===== src/rtl/enc_pwm_mixer.sv =====
// Multi-channel quadrature encoder front end: synchronise, debounce and count detents per channel,
// then drive one PWM output per channel from a shared free-running counter.
module enc_pwm_mixer #(
    parameter int CHANNELS = 3,
    parameter int WIDTH    = 8,
    parameter int DEBOUNCE = 8,
    parameter int SATURATE = 1,
    parameter int STEP     = 1
) (
    input  logic                      clk,
    input  logic                      reset,
    input  logic [CHANNELS-1:0]       enc_a,
    input  logic [CHANNELS-1:0]       enc_b,
    output logic [CHANNELS-1:0]       pwm_out,
    output logic [CHANNELS*WIDTH-1:0] value_out
);

    localparam logic [WIDTH:0]   STEP_W  = (WIDTH+1)'(STEP);
    localparam logic [WIDTH-1:0] VAL_MAX = {WIDTH{1'b1}};

    logic [CHANNELS-1:0] r_a_meta;
    logic [CHANNELS-1:0] r_a_sync;
    logic [CHANNELS-1:0] r_b_meta;
    logic [CHANNELS-1:0] r_b_sync;
    logic [WIDTH-1:0]    r_cnt;

    always_ff @(posedge clk or posedge reset) begin
        if (reset) begin
            r_a_meta <= '0;
            r_a_sync <= '0;
            r_b_meta <= '0;
            r_b_sync <= '0;
            r_cnt    <= '0;
        end else begin
            r_a_meta <= enc_a;
            r_a_sync <= r_a_meta;
            r_b_meta <= enc_b;
            r_b_sync <= r_b_meta;
            r_cnt    <= r_cnt + 1'b1;
        end
    end

    for (genvar g = 0; g < CHANNELS; g++) begin : g_ch
        logic [DEBOUNCE-1:0] r_hist_a;
        logic [DEBOUNCE-1:0] r_hist_b;
        logic [DEBOUNCE-1:0] w_hist_a_next;
        logic [DEBOUNCE-1:0] w_hist_b_next;
        logic                r_deb_a;
        logic                r_deb_b;
        logic                r_deb_a_d;
        logic                w_detent;
        logic [WIDTH-1:0]    r_value;
        logic [WIDTH:0]      w_sum;
        logic [WIDTH:0]      w_diff;
        logic [WIDTH-1:0]    w_value_next;
        logic                r_pwm;

        assign w_hist_a_next = {r_hist_a[DEBOUNCE-2:0], r_a_sync[g]};
        assign w_hist_b_next = {r_hist_b[DEBOUNCE-2:0], r_b_sync[g]};

        // The debounced level looks at the history including this edge's sample,
        // so a stable level lands DEBOUNCE+2 edges after it is first sampled.
        always_ff @(posedge clk or posedge reset) begin
            if (reset) begin
                r_hist_a  <= '0;
                r_hist_b  <= '0;
                r_deb_a   <= 1'b0;
                r_deb_b   <= 1'b0;
                r_deb_a_d <= 1'b0;
            end else begin
                r_hist_a  <= w_hist_a_next;
                r_hist_b  <= w_hist_b_next;
                if (&w_hist_a_next)
                    r_deb_a <= 1'b1;
                else if (~|w_hist_a_next)
                    r_deb_a <= 1'b0;
                if (&w_hist_b_next)
                    r_deb_b <= 1'b1;
                else if (~|w_hist_b_next)
                    r_deb_b <= 1'b0;
                r_deb_a_d <= r_deb_a;
            end
        end

        assign w_detent = r_deb_a & ~r_deb_a_d;
        assign w_sum    = {1'b0, r_value} + STEP_W;
        assign w_diff   = {1'b0, r_value} - STEP_W;

        // Carry/borrow out of the extra bit marks the clamp condition.
        always_comb begin
            w_value_next = r_value;
            if (w_detent) begin
                if (!r_deb_b)
                    w_value_next = (SATURATE != 0 && w_sum[WIDTH]) ? VAL_MAX : w_sum[WIDTH-1:0];
                else
                    w_value_next = (SATURATE != 0 && w_diff[WIDTH]) ? '0 : w_diff[WIDTH-1:0];
            end
        end

        always_ff @(posedge clk or posedge reset) begin
            if (reset) begin
                r_value <= '0;
                r_pwm   <= 1'b0;
            end else begin
                r_value <= w_value_next;
                r_pwm   <= (r_cnt < r_value);
            end
        end

        assign value_out[g*WIDTH +: WIDTH] = r_value;
        assign pwm_out[g]                  = r_pwm;
    end

endmodule


===== config.mk =====
export PLATFORM = sky130hd
export DESIGN_NAME = enc_pwm_mixer
export DESIGN_NICKNAME = d
export VERILOG_FILES = /design/src/rtl/enc_pwm_mixer.sv
export SDC_FILE = /design/constraint.sdc
export NUM_CORES = 1
export LEC_CHECK = 0
export CAP_MARGIN = 20
export CORE_UTILIZATION = 26
export DETAILED_ROUTE_END_ITERATION = 8
export SLEW_MARGIN = 20
export SYNTH_ARGS = -nofsm -noshare
export SYNTH_HDL_FRONTEND = slang
export SYNTH_SLANG_ARGS = --single-unit

===== constraint.sdc =====
create_clock -name clk -period 3.8 [get_ports clk]
set_input_delay 0.76 -clock clk [delete_from_list [all_inputs] [get_ports clk]]
set_output_delay 0.76 -clock clk [all_outputs]
set_load 0.01 [all_outputs]

# Word-level counts from Yosys, hierarchy flattened
# Index checks and enable logic that the tools add are counted.
[classes]
n_addsub = 7
mul = 0
div_mod_pow = 0
n_lt_le_gt_ge = 3
n_eq_ne = 6
n_shift = 0
n_mux = 21
bitwise_logic = 6
reduce_logical = 12
[ops]
columns = ["cell", "count"]
rows = [
  ["8-bit two-way mux", 9],
  ["8-bit AND reduction", 6],
  ["8-bit OR reduction", 6],
  ["8-bit by 1-bit adder with 9-bit output (second input constant)", 3],
  ["8-bit by 1-bit subtractor with 9-bit output (second input constant)", 3],
  ["8-bit less-than comparator", 3],
  ["1-bit two-way mux", 12],
  ["2-bit != test (second input constant)", 6],
  ["8-bit by 1-bit adder with 8-bit output (second input constant)", 1],
  ["1-bit AND", 3],
  ["1-bit inverter", 3],
]
[totals]
ff_bits = 98
latch_bits = 0
mem_bits_rw = 0
rom_bits = 0
inputBits = 8
wordCells = 81
mem_count = 0

# Longest topological paths before layout
# Gate-level depths: netlist of run 1.
[logic_depth]
ltp_word = 3
ltp_mapped = 7

# Worst setup path after synthesis of run 1
# Ideal clock, no wire load.
[synth_path]
path_kind = "flip-flop to flip-flop"
start = "register g_ch[1].r_value[0]"
end = "register g_ch[1].r_value[5]"
setup_ns = 0.126
t_arrival_ns = 1.803
t_required_ns = 3.674
slack_ns = 1.870
stages_incl_launch_ff = 7
n_path_buf = 0
path_cell_list = "dfrtp_1 > inv_1 > ha_1 > or4b_4 > o21ai_4 > o21ai_2 > a221o_1"
[synth_via]
elab_chain_len = 3
word_cells_on_any_way = 5
cone_classes = "2 x add/sub; 3 x mux"
[synth_rtl]
columns = ["item", "line_no", "rtl"]
rows = [
  ["start: declaration", "52", "logic [WIDTH-1:0] r_value;"],
  ["start signal: assignment", "105", "r_value <= w_value_next;"],
  ["8-bit by 1-bit adder with 9-bit output or 8-bit by 1-bit subtractor with 9-bit output (tied branches)", "86, 87", ""],
  ["8-bit two-way mux, on equally long branches", "94, 96", ""],
  ["8-bit two-way mux *", "93", "if (!r_deb_b)"],
]
# Every way passes the cells marked *; elsewhere a longest branch is shown, timed or not.
# A chain may end at the register's enable or synchronous reset.

# Worst setup path after layout of run 1
[layout_path]
start = "register g_ch[0].r_value[3]"
end = "output port value_out[3]"
[layout_lines]
columns = ["item", "line_no", "rtl"]
rows = [
  ["start: declaration", "52", ""],
  ["start signal: assignment", "105", ""],
  ["end: declaration", "15", "output logic [CHANNELS*WIDTH-1:0] value_out"],
]
# No word-level cell between the ends.

==> results of run 1 <==
## routing by layer
metal,routed length (um),vias to the layer above,track usage [%]
met1,4590,1755,15.1
li1,-,1720,-
met2,4890,111,19.1
met3,557,11,3.58
met5,0,-,0
met4,132,0,3.89
## state kept, by name (all words and copies together) (netlist names), 8 cells and up
register and count:
g_ch.r_value 24, g_ch.r_hist_a 21, g_ch.r_hist_b 21, r_cnt 8
## synth_stat cells, types with 5 or more instances
master and n:
nand2_1 18, nor3_1 6, ha_1 28, nand3_1 31
a21o_1 7, nand4_1 16, a211oi_1 5, o31ai_1 7
a31oi_1 10, o41ai_1 5, nand2b_1 8, xnor2_1 6
and3_1 5, nor4_1 8, clkbuf_1 6, inv_1 29
a21oi_1 18, o21ai_0 33, dfrtp_1 98, nor2_1 19
or4_1 8
## area by class of cell
class,count,area [sq um]
timing repair buffer,35,348
tap,225,282
inverter,30,118
clock buffer,10,239
multi-input combinational,299,2040
sequential,98,2450
fill,1771,11900
clock inverter,6,70.1
## power by group through the flow
stage | Combinational, uW | Sequential [uW] | Clock (uW)
2_1_floorplan | 741 | 1400 | 0
3_3_place_gp | 1080 | 1460 | 0
3_5_place_dp | 1100 | 1480 | 0
4_1_cts | 1110 | 1460 | 957
5_1_grt | 1230 | 1490 | 1000
6_report | 1100 | 1460 | 921
## cell families after synthesis
group | after synthesis | share of synthesized area, %
AND/OR/NAND/NOR | 144 | 17.4
flip-flops | 98 | 52.2
AO/OA/AOI/OAI | 117 | 16.7
buffers and inverters | 46 | 4.29
multiplexers | 1 | 0.213
XOR/XNOR | 9 | 1.68
adder cells (fa/ha/maj) | 28 | 7.46
## worst paths after layout
| kind | cells past startpoint | startpoint | slack (ps) | end |
|---|---|---|---|---|
| worst max-delay path | 1 | g_ch[0].r_value[3] | 1490 | value_out[3] |
| worst min-delay path | 0 | r_a_meta[2] | 350 | r_a_sync[2] |
| worst max register to register | 6 | g_ch[1].r_value[1] | 1710 | g_ch[1].r_value[3] |
| worst min register to register | 0 | r_a_meta[2] | 350 | r_a_sync[2] |
| max in group asynchronous | 3 | reset | 2180 | g_ch[2].r_value[1] |
| min in group asynchronous | 2 | reset | 940 | r_a_meta[1] |
## through the flow
step | cell area, sq um | utilization [%] | std cells | hold slack, ps | total power [uW]
2_1_floorplan | 4690 | - | 443 | 331 | 2140
3_3_place_gp | 5240 | 30.0 | 687 | 333 | 2540
3_5_place_dp | 5240 | 30.0 | 687 | 336 | 2570
4_1_cts | 5550 | 31.7 | 703 | 352 | 3520
5_1_grt | 5550 | 31.8 | 703 | 356 | 3730
6_report | 5550 | 31.8 | 703 | 349 | 3480
## cell usage in the layout, fill, tap and decap left out, types with 3 or more instances in the layout
cell             count
o41ai_1              5
nor4_1               8
a21oi_1             18
nor2b_1              4
clkdlybuf4s50_1     34
or4_1                8
xor2_1               3
nand2b_1             8
dfrtp_1             98
or3_1                4
nand2_1             18
clkbuf_16            9
a21o_1               7
nand3_1             31
and3_1               5
nor2_1              19
a31oi_1             10
nand4_1             16
o211ai_1             3
ha_1                28
o31ai_1              7
a211oi_1             5
a311oi_1             3
and4_1               4
xnor2_1              6
o22ai_1              3
o21ai_0             33
nand3b_1             3
inv_1               28
nor3_1               6
inv_6                4
==> flow_summary.json, run 1 <==
{
  "num_vias": 3597,
  "core_area_sq_um": 17500,
  "hold_viol": 0,
  "grt_pass1_wl_um": 17600,
  "cp.arrival_ps": 1550,
  "critPathKind": "reg -> out",
  "syn_inst": 443,
  "pre_cts_slack_ps": 1540,
  "p_comb_share_pct": 31.6,
  "die-area_sq_um": 18600,
  "synth_area_leader_cell": "dfrtp_1",
  "ys_seq_area_share_pct": 52.2,
  "outcome": "complete, no violations",
  "cts_tree": "built",
  "cts_made_buffers": 9,
  "syn_avg_cell_area_sq_um": 10.6,
  "initial_core_util_pct": 26.9,
  "io_pins": 35,
  "fmax_ghz": 0.433,
  "clk_latency_ps": 340,
  "worst_setup_path_start_kind": "flip-flop",
  "postCtsHoldBufs": 0,
  "fin_nets": 509,
  "root_buffer": "clkbuf_16",
  "numPortBuffers": 34,
  "dp_hpwl_um": 7110,
  "grtUsageTotal_pct": 11.9,
  "p_per_area_nw_per_um2": 627,
  "rows": 48,
  "synth-seq-cells": 98,
  "slew-limit-headroom_pct": 47.8,
  "drive_above_1_share_pct": 5.44,
  "crit_family": "buffers and inverters",
  "firstDrtPassIters": 7,
  "crit_required_ps": 3040,
  "postCtsSetupBuffers": 0,
  "path_cells": "clkdlybuf4s50_1",
  "p_clk_share_pct": 26.5,
  "area_growth_pct": 18.2,
  "num_antenna_cells": 0,
  "viasPerCell": 5.12,
  "syn-num-nets": 479,
  "slowest_stage": "clkdlybuf4s50_1",
  "netlist_area_sq_um": 4690,
  "drtAntennaViolNets": 0,
  "power_switching_uw": 1230,
  "overflow": 0,
  "clkTransAtPathRegs_ps": 70,
  "die_h_um": 136,
  "synth_edf_count": 0,
  "die_w_um": 136,
  "min_period_ps": 2310,
  "synth_area_leaders": "dfrtp_1, ha_1, o21ai_0",
  "htreeDepth": 3,
  "end_kind": "output pin",
  "critPathMaxStageDelay_ps": 620,
  "power_frac_seq_pct": 41.9,
  "finalSetupTns_ps": 0,
  "grt_pass1_vias": 3596,
  "synth.top_cell.area_share_pct": 52.2,
  "place.gp.congestion": 0.887,
  "period_share_pct": 60.7,
  "cts-resized-gates": 0,
  "final_max_slew_viol_count": 0,
  "yosysUniqueCellTypes": 62,
  "yosys_warnings": 0,
  "cellLeakagePower_uw": 0.00222,
  "antenna_found_initial": 0,
  "clk_path_buf_depth": 2,
  "async_reset_ff_share_pct": 100,
  "min_path_type": "reg -> reg",
  "worst-path-buf-inv": 1,
  "cts.sinks": 98,
  "power.switching_fraction_pct": 35.4,
  "drt_iter0_markers": 354,
  "maxCapViolCount": 0,
  "clock_skew_ps": 7.38,
  "finalSetupViolCount": 0,
  "vdd_drop_max_v": 0.000315,
  "drc": 0,
  "drt-total-wl_um": 10200,
  "layout_setup_ws_ps": 1490,
  "cp_max_fo": 12,
  "ys.flop_type": "dfrtp_1",
  "wl_per_cell_um": 14.5,
  "grt_max_degree": 90,
  "rsz0062_at_grt": "no",
  "p_int_uw": 2250,
  "tightest_slew_ps": 776
}
(Power assumes the default switching activity.)
==> run 2, diff against run 1 <==
==> constraint.sdc (replaced) <==
create_clock -name clk -period 1.9 [get_ports clk]
set_input_delay 0.38 -clock clk [delete_from_list [all_inputs] [get_ports clk]]
set_output_delay 0.38 -clock clk [all_outputs]
set_load 0.01 [all_outputs]
==> run 2 against run 1 <==
- critical path depth is 5 higher
- register-to-register slack lost 1700 ps
- final cell count increased by 4.0%
- first-iteration DRC count is 17% lower
- non-clock buffer count up 28
- critical endpoint is now g_ch[1].r_value[5]
- highest routed layer unchanged
==> flow_summary.json, run 2 (synthesis gave the netlist of run 1 again) <==
{
  "outcome": "complete, no violations",
  "rows": 48,
  "regMostFlops": "g_ch.r_value",
  "fmax_ghz": 0.541,
  "final_common_cell": "dfrtp_1",
  "rsz0062_at_grt": "yes",
  "drt_iter0_markers": 294,
  "top_usage_layer": "met2",
  "drtAntennaViolNets": 0,
  "p_per_area_nw_per_um2": 1270,
  "cp_max_fo": 5,
  "largest_reg_flops": 24,
  "min_period_ps": 1850,
  "drive_above_1_share_pct": 14.0,
  "antenna_found_initial": 0,
  "maxCapViolCount": 0,
  "core_area_sq_um": 17500,
  "clk_latency_ps": 350,
  "fin_nets": 537,
  "worst_setup_path_start_kind": "flip-flop",
  "grt_pass1_wl_um": 18500,
  "cp.arrival_ps": 2080,
  "period_share_pct": 97.3,
  "num_antenna_cells": 0,
  "cellLeakagePower_uw": 0.00235,
  "overflow": 0,
  "vdd_drop_max_v": 0.000518,
  "end_kind": "flip-flop",
  "num_vias": 3768,
  "use_met1_pct": 17.2,
  "htreeDepth": 3,
  "critPathLaunch": "g_ch[1].r_value[0]",
  "numPortBuffers": 34,
  "final_max_slew_viol_count": 0,
  "tightest_slew_ps": 489,
  "drc": 0,
  "design_area_sq_um": 5820,
  "cts_tree": "built",
  "place.gp.congestion": 0.861,
  "dp_hpwl_um": 7700,
  "initial_core_util_pct": 26.9,
  "r2r_slack_ps": 50,
  "grt_max_degree": 65,
  "critPathKind": "reg -> reg",
  "root_buffer": "clkbuf_16",
  "finalSetupViolCount": 0,
  "drt-total-wl_um": 10800,
  "die_h_um": 136,
  "crit_end": "g_ch[1].r_value[5]",
  "grtUsageTotal_pct": 12.7,
  "layout_common_cells": "dfrtp_1, clkdlybuf4s50_1, o21ai_0",
  "area_growth_pct": 23.9,
  "grtUsageMet3_pct": 3.32,
  "clock_skew_ps": 6.63,
  "die-area_sq_um": 18600,
  "place_area_sq_um": 5460,
  "firstDrtPassIters": 7,
  "cts.sinks": 98,
  "io_pins": 35,
  "placed_cells": 713,
  "stdcell_count": 731,
  "min_path_type": "reg -> reg",
  "reg2reg_depth": 6,
  "timing.rr.end": "g_ch[1].r_value[5]",
  "slew-limit-headroom_pct": 67.4,
  "cts_made_buffers": 9,
  "crit-reg2reg-launch": "g_ch[1].r_value[0]",
  "clk_path_buf_depth": 2,
  "viasPerCell": 5.15,
  "crit_required_ps": 2130,
  "largest_registers": "g_ch.r_value x24, g_ch.r_hist_a x21, g_ch.r_hist_b x21",
  "die_w_um": 136,
  "grt_pass1_vias": 3683,
  "clkTransAtPathRegs_ps": 70,
  "hold_viol": 0,
  "grt_use_met2_pct": 19.7,
  "wl_per_cell_um": 14.8
}
## run 2: cell types whose count changed in the layout (fill, tap and decap cells not counted), sizes merged
cell | previous run | this run
clkbuf | 10 | 9
buf | 1 | 29
clkinvlp | 0 | 2
inv | 32 | 33
bufinv | 1 | 0
clkinv | 3 | 2
## run 2: metrics by stage
step / TNS [ps] / power (uW) / hold WS, ps / util, % / setup WS, ps
global route: -62.2 / 7860 / 357 / 33.3 / -32.5
floorplan: 0 / 4290 / 331 / - / 3.80
finish: 0 / 7370 / 349 / 33.3 / 50.8
CTS: 0 / 7340 / 352 / 33.0 / 2.77
detailed placement: 0 / 5480 / 336 / 31.3 / 16.9
global placement: 0 / 5410 / 335 / 31.3 / 41.5
## run 2: what timing repair did
item                       in CTS  in global routing
setup buffers                   1                  1
setup endpoints to repair       4                 12
resized for setup               3                 12
hold buffers                    0                  0
pin swaps                       0                  3
hold endpoints to repair        0                  0
## run 2: where the power goes
| group | switching (uW) | internal [uW] |
|---|---|---|
| registers | 382 | 2380 |
| logic | 1450 | 1370 |
| clock network | 864 | 928 |
| total | 2690 | 4680 |
## run 2: worst min path at each step
stage	slack, ps	to	startpoint	depth (start not counted)
floorplan	330	r_a_sync[0]	r_a_meta[0]	0
detailed placement	340	r_a_sync[2]	r_a_meta[2]	0
finish	350	r_b_sync[0]	r_b_meta[0]	0
CTS	350	r_b_sync[0]	r_b_meta[0]	0
global placement	330	r_a_sync[2]	r_a_meta[2]	0
global route	360	r_a_sync[2]	r_a_meta[2]	0
## run 2: cell type report
class	instances	area, sq um
fill	1730	11700
sequential	98	2460
multi-input combinational	299	2080
timing repair buffer	63	583
tap	225	282
clock buffer	9	225
inverter	30	116
clock inverter	7	67.6
## run 2: worst max-delay path, stage by stage, from the launching register on
cell and delay, ps:
dfrtp_2 410, inv_2 80, ha_4 150, or4b_4 490, o21ai_4 210, o21ai_2 70
a221o_1 340
## run 2: routing by layer
layer  share of wire [%]  up-vias  wire length, um
met1                  45     1857             4910
met4                0.94        0              101
met2                  48      118             5240
met3                 5.1        8              548
met5                   0        -                0
li1                    -     1785                -
